--- src/rtl/grid_pkg.sv ---
// Shared constants, state encoding and index helpers for the grid RAM arbiter.
package grid_pkg;

  localparam int GRID_X_W = 6;
  localparam int GRID_Y_W = 5;
  localparam int CELL_W   = 3;
  localparam int NUM_REQ  = 3;

  localparam logic [1:0] REQ_LL = 2'd0;
  localparam logic [1:0] REQ_DG = 2'd1;
  localparam logic [1:0] REQ_RT = 2'd2;

  typedef enum logic [1:0] {
    IDLE  = 2'd0,
    OWN   = 2'd1,
    DRAIN = 2'd2
  } arb_state_e;

  function automatic logic [1:0] onehot_to_idx(input logic [NUM_REQ-1:0] oh);
    case (oh)
      3'b010:  return REQ_DG;
      3'b100:  return REQ_RT;
      default: return REQ_LL;
    endcase
  endfunction

  function automatic logic [1:0] next_idx(input logic [1:0] idx);
    case (idx)
      2'd0:    return 2'd1;
      2'd1:    return 2'd2;
      default: return 2'd0;
    endcase
  endfunction

endpackage

--- src/rtl/grid_arbiter_rr_picker.sv ---
// Round-robin winner selection over three requesters, starting the search at ptr.
module rr_picker
  import grid_pkg::*;
(
  input  logic [NUM_REQ-1:0] req,
  input  logic [1:0]         ptr,
  output logic [NUM_REQ-1:0] win,
  output logic               valid
);

  logic [NUM_REQ-1:0] rot_s;
  logic [NUM_REQ-1:0] pick_s;

  // Rotate so ptr lands at bit 0, take the lowest set bit, rotate back.
  always_comb begin
    case (ptr)
      2'd1:    rot_s = {req[0], req[2], req[1]};
      2'd2:    rot_s = {req[1], req[0], req[2]};
      default: rot_s = req;
    endcase

    if (rot_s[0]) begin
      pick_s = 3'b001;
    end else if (rot_s[1]) begin
      pick_s = 3'b010;
    end else if (rot_s[2]) begin
      pick_s = 3'b100;
    end else begin
      pick_s = 3'b000;
    end

    case (ptr)
      2'd1:    win = {pick_s[1], pick_s[0], pick_s[2]};
      2'd2:    win = {pick_s[0], pick_s[2], pick_s[1]};
      default: win = pick_s;
    endcase

    valid = |req;
  end

endmodule

--- src/rtl/grid_arbiter.sv ---
// Single-port grid RAM arbiter: req/gnt ownership, round-robin handover with a
// one-cycle drain gap, optional burst limit and per-requester read-valid strobes.
module grid_arbiter
  import grid_pkg::*;
#(
  parameter int MAX_BURST = 64,
  parameter int NUM_REQ   = 3
) (
  input  logic                         clock,
  input  logic                         reset,
  input  logic [NUM_REQ-1:0]           req,
  input  logic [NUM_REQ-1:0]           en,
  input  logic [NUM_REQ-1:0]           we,
  input  logic [NUM_REQ*GRID_X_W-1:0]  req_x,
  input  logic [NUM_REQ*GRID_Y_W-1:0]  req_y,
  input  logic [NUM_REQ*CELL_W-1:0]    req_wd,
  output logic [NUM_REQ-1:0]           gnt,
  output logic [NUM_REQ-1:0]           rvalid,
  output logic [CELL_W-1:0]            rdata,
  output logic [GRID_X_W-1:0]          grid_x,
  output logic [GRID_Y_W-1:0]          grid_y,
  output logic                         grid_write,
  output logic [CELL_W-1:0]            grid_in,
  input  logic [CELL_W-1:0]            grid_out
);

  localparam int CNT_W = (MAX_BURST > 1) ? $clog2(MAX_BURST + 1) : 1;

  arb_state_e          state_r;
  arb_state_e          state_nxt_s;
  logic [NUM_REQ-1:0]  gnt_r;
  logic [NUM_REQ-1:0]  rvalid_r;
  logic [1:0]          rr_ptr_r;
  logic [CNT_W-1:0]    burst_cnt_r;
  logic [1:0]          owner_s;
  logic [NUM_REQ-1:0]  pick_win_s;
  logic                pick_valid_s;
  logic                burst_hit_s;
  logic                release_s;
  logic                access_s;
  logic                rd_access_s;

  assign owner_s = onehot_to_idx(gnt_r);
  assign gnt     = gnt_r;
  assign rvalid  = rvalid_r;
  assign rdata   = grid_out;

  rr_picker u_rr_picker (
    .req   (req),
    .ptr   (rr_ptr_r),
    .win   (pick_win_s),
    .valid (pick_valid_s)
  );

  // State register.
  always_ff @(posedge clock) begin
    if (!reset) begin
      state_r <= IDLE;
    end else begin
      state_r <= state_nxt_s;
    end
  end

  // Next-state logic; IDLE and DRAIN arbitrate identically.
  always_comb begin
    state_nxt_s = state_r;
    case (state_r)
      IDLE, DRAIN: begin
        if (pick_valid_s) begin
          state_nxt_s = OWN;
        end else begin
          state_nxt_s = IDLE;
        end
      end
      OWN: begin
        if (release_s) begin
          state_nxt_s = DRAIN;
        end else begin
          state_nxt_s = OWN;
        end
      end
      default: state_nxt_s = IDLE;
    endcase
  end

  // Owner access path; an access in the release cycle is dropped entirely.
  always_comb begin
    burst_hit_s = 1'b0;
    release_s   = 1'b0;
    access_s    = 1'b0;
    rd_access_s = 1'b0;
    grid_write  = 1'b0;
    grid_x      = {GRID_X_W{1'b0}};
    grid_y      = {GRID_Y_W{1'b0}};
    grid_in     = {CELL_W{1'b0}};
    if (state_r == OWN) begin
      grid_x      = req_x[owner_s*GRID_X_W +: GRID_X_W];
      grid_y      = req_y[owner_s*GRID_Y_W +: GRID_Y_W];
      grid_in     = req_wd[owner_s*CELL_W +: CELL_W];
      burst_hit_s = (MAX_BURST != 0) && (burst_cnt_r == CNT_W'(MAX_BURST))
                    && (|(req & ~gnt_r));
      release_s   = ~req[owner_s] | burst_hit_s;
      access_s    = reset & en[owner_s] & ~release_s;
      grid_write  = access_s & we[owner_s] & gnt_r[owner_s];
      rd_access_s = access_s & ~we[owner_s];
    end else begin
      release_s = 1'b0;
    end
  end

  // Grant, read-valid, round-robin pointer and burst counter registers.
  always_ff @(posedge clock) begin
    if (!reset) begin
      gnt_r       <= {NUM_REQ{1'b0}};
      rvalid_r    <= {NUM_REQ{1'b0}};
      rr_ptr_r    <= 2'd0;
      burst_cnt_r <= {CNT_W{1'b0}};
    end else begin
      rvalid_r <= rd_access_s ? gnt_r : {NUM_REQ{1'b0}};
      case (state_r)
        IDLE, DRAIN: begin
          gnt_r       <= pick_valid_s ? pick_win_s : {NUM_REQ{1'b0}};
          burst_cnt_r <= {CNT_W{1'b0}};
        end
        OWN: begin
          if (release_s) begin
            gnt_r    <= {NUM_REQ{1'b0}};
            rr_ptr_r <= next_idx(owner_s);
          end
          if (access_s && (burst_cnt_r != CNT_W'(MAX_BURST))) begin
            burst_cnt_r <= burst_cnt_r + CNT_W'(1);
          end
        end
        default: begin
          gnt_r <= {NUM_REQ{1'b0}};
        end
      endcase
    end
  end

endmodule

--- config.mk ---
export PLATFORM = sky130hd
export DESIGN_NAME = grid_arbiter
export DESIGN_NICKNAME = d
export VERILOG_FILES = /design/src/rtl/grid_pkg.sv /design/src/rtl/grid_arbiter_rr_picker.sv /design/src/rtl/grid_arbiter.sv
export SDC_FILE = /design/constraint.sdc
export NUM_CORES = 1
export LEC_CHECK = 0
export BUFFER_PORTS_ARGS = -buffer_cell sky130_fd_sc_hd__buf_4
export CAP_MARGIN = 20
export CORE_AREA = 10 10 67 69
export CTS_CLUSTER_SIZE = 20
export DETAILED_ROUTE_END_ITERATION = 10
export DIE_AREA = 0 0 77 79
export MAX_ROUTING_LAYER = met4
export PLACE_DENSITY_LB_ADDON = 0.08
export SLEW_MARGIN = 20
export SYNTH_ARGS = -nofsm -noshare
export SYNTH_HDL_FRONTEND = slang
export SYNTH_SLANG_ARGS = --single-unit
--- constraint.sdc ---
create_clock -name clock -period 3.7 [get_ports clock]
set_input_delay 1.11 -clock clock [delete_from_list [all_inputs] [get_ports clock]]
set_output_delay 1.11 -clock clock [all_outputs]
set_load 0.005 [all_outputs]
==> impl_metrics.tcl <==
set metrics [dict create \
    nFillCells 325 \
    grt_overflow 0 \
    min_path_cells 2 \
    io_buffers 73 \
    reg2reg_to "burst_cnt_r[2]" \
    wire_per_inst_um 14.6 \
    grt_start_max_net_pins 17 \
    ios 80 \
    synth-main-ff-cell "dfxtp_1" \
    finalSetupTns_ns 0 \
    hold_start "burst_cnt_r[6]" \
    hold_end "burst_cnt_r[6]" \
    internal_power_mw 0.348 \
    worst_slew_margin_rel_pct 57.3 \
    fmax_ghz 0.291 \
    seq_area_sq_um 340 \
    postSynthCellCount 188 \
    post_drt_via_cell_ratio 5.26 \
    grt_pass1_vias 1579 \
    period_share_pct 93.0 \
    clockBufferDepth 2 \
    rows 21 \
    status "finished clean" \
    coreArea_sq_um 3230 \
    cts_sinks 17 \
    finalClockSkew_ns 0.00394 \
    reg2reg_depth 6 \
    wirelength_um 4400 \
    clk-insertion-delay-late_ns 0.28 \
    p_sw_mw 0.177 \
    cts_buffers 3 \
    finalSetupViolCount 0 \
    worstPathArrival_ns 2.33 \
    synth_common_cells "29 x nand2_1, 17 x a21oi_1, 17 x dfxtp_1" \
    syn_area_sq_um 1360 \
    critPathLaunchType "primary input" \
    worst_slew_pin_slew_ns 0.640 \
    cts_tree "yes" \
    ctsHoldBuffers 0 \
    ff2ff_setup_slack_ns 1.58 \
    layout-drive-gt1-share_pct 32.5 \
    route.detailed.drc 0 \
    comb_power_share_pct 43.2 \
    htreeDepth 1 \
    path_clk_slew_ns 0.09 \
    drtIter0Drc 77 \
    cp_data_required_time_ns 2.59 \
    rsz0062_at_grt "false" \
    end_kind "output pin" \
    synthArstFlopShare_pct 0 \
    yosys.cell_count.top_type "nand2_1" \
    clkPwrFrac_pct 18.5 \
    synth_top_area_share_pct 25.0 \
    drv_cap 0 \
    fin_util_pct 60.2 \
    synth_area_leaders "dfxtp_1 25%, nand2_1 8.0%, a22oi_1 7.7%, a21oi_1 6.3%, mux2i_1 5.2%" \
    fp.dieH_um 79 \
    start_util_pct 42.1 \
    crit_path_max_fanout 8 \
    area_growth_pct 43.1 \
    hp-class "register to register" \
    startpoint "req[2]" \
    grt_pass1_wl_um 7100 \
    grt_usage_pct 13.9 \
    swShare_pct 33.7 \
    ant_nets 0 \
    ys_ff_latch 17 \
    p_per_area_nw_per_um2 270 \
    root_buffer "clkbuf_4" \
    yosysTopAreaCell "dfxtp_1" \
    multi_input_comb_area_sq_um 910 \
    finalCriticalPeriod_ns 3.44 \
    critical_path_class "primary input to output pin" \
    yosys.cell_types.count 40 \
    die_x_um 77 \
    gp_congestion 0.839 \
    syn-num-nets 248 \
    syn_area_per_cell_sq_um 7.23 \
    antenna_found_initial 0 \
    place_hpwl_um 3560 \
    hold_viol_final 0 \
    hold_slack_ns 0.476 \
    synth.yosys.seq_area_share_pct 25.0 \
    ir_drop_mv 0.205 \
    drv_slew 0 \
    nNetsFinal 316 \
    drt_first_pass_iters 4 \
    ys_warn_count 0 \
    synth_edf_count 0 \
    insertedDiodeCount 0 \
    p_leak_nw 0.842 \
    dieArea_sq_um 6080 \
    via_count 1582 \
    reg2reg_from "gnt[0]" \
    seqPwrFrac_pct 38.3 \
]
==> layout make-up <==
class                      count  share of cell area, %
multi-input combinational    149                   46.8
timing repair buffer          78                   30.1
sequential                    17                   17.5
tap                           46                   2.96
clock buffer                   4                   1.35
inverter                       7                   1.35
==> state kept, by name, indices dropped and copies added (netlist names) <==
signal / cells
gnt: 3
state_r: 2
rvalid: 3
burst_cnt_r: 7
rr_ptr_r: 2
==> cells by family (layout without fill, tap and decap cells) <==
family,after synthesis,count (layout),share of synthesized area (%)
and+or+nand+nor,79,79,28.3
AOI/OAI and AO/OA,59,59,29.5
adders and majority gates,4,4,3.68
buffers and inverters,22,89,8.28
muxes,7,7,5.15
DFF,17,17,25.0
==> stage by stage <==
step                      std cells  instance area, sq um  total power [mW]  worst slack, ns
after detailed placement        297                  1920             0.433            0.281
after CTS                       301                  1940             0.534            0.128
after floorplan                 188                  1360             0.333            0.256
after global routing            301                  1950             0.566            0.177
final                           301                  1950             0.525            0.260
after global placement          297                  1920             0.432            0.335
==> power groups by stage <==
stage / logic, mW / registers [mW] / clock network (mW)
2_1_floorplan: 0.131 / 0.202 / 0
3_3_place_gp: 0.227 / 0.205 / 0
3_5_place_dp: 0.227 / 0.205 / 0
4_1_cts: 0.229 / 0.201 / 0.104
5_1_grt: 0.252 / 0.203 / 0.111
6_report: 0.227 / 0.201 / 0.0969
==> metal layers <==
layer	share of wire (%)	global-route usage, %	up-vias	wire (um)
met5	0	-	-	0
met4	0.36	0	0	16
met3	6.0	4.84	2	262
met2	50	24.8	46	2210
met1	43	15.6	713	1910
li1	-	-	821	-
==> critical path, stage by stage <==
cell and delay [ns]:
buf_4 0.14, a222oi_1 0.42, o21bai_1 0.16, nor2_1 0.21
and3_1 0.19, buf_4 0.11
==> worst max path at each step <==
stage,to
global placement,grid_write
CTS,grid_x[2]
global route,grid_write
finish,grid_write
floorplan,grid_write
detailed placement,grid_write
==> repair_timing <==
action                     4_1_cts  5_1_grt
setup buffers                    0        0
gates resized for setup          0        1
setup endpoints to repair        0       12
==> cells in the final DEF, fill, tap and decap left out, types with 4 or more instances in the layout <==
cell      instances
buf_4            78
nand2_1          29
a21oi_1          17
dfxtp_1          17
a22oi_1          14
nor2_1           13
nand2b_1          9
inv_1             7
mux2i_1           7
nand3_1           5
o21ai_0           5
nor4_1            5
and2_1            4
ha_1              4
No activity file was read; power rests on OpenSTA's default activity.
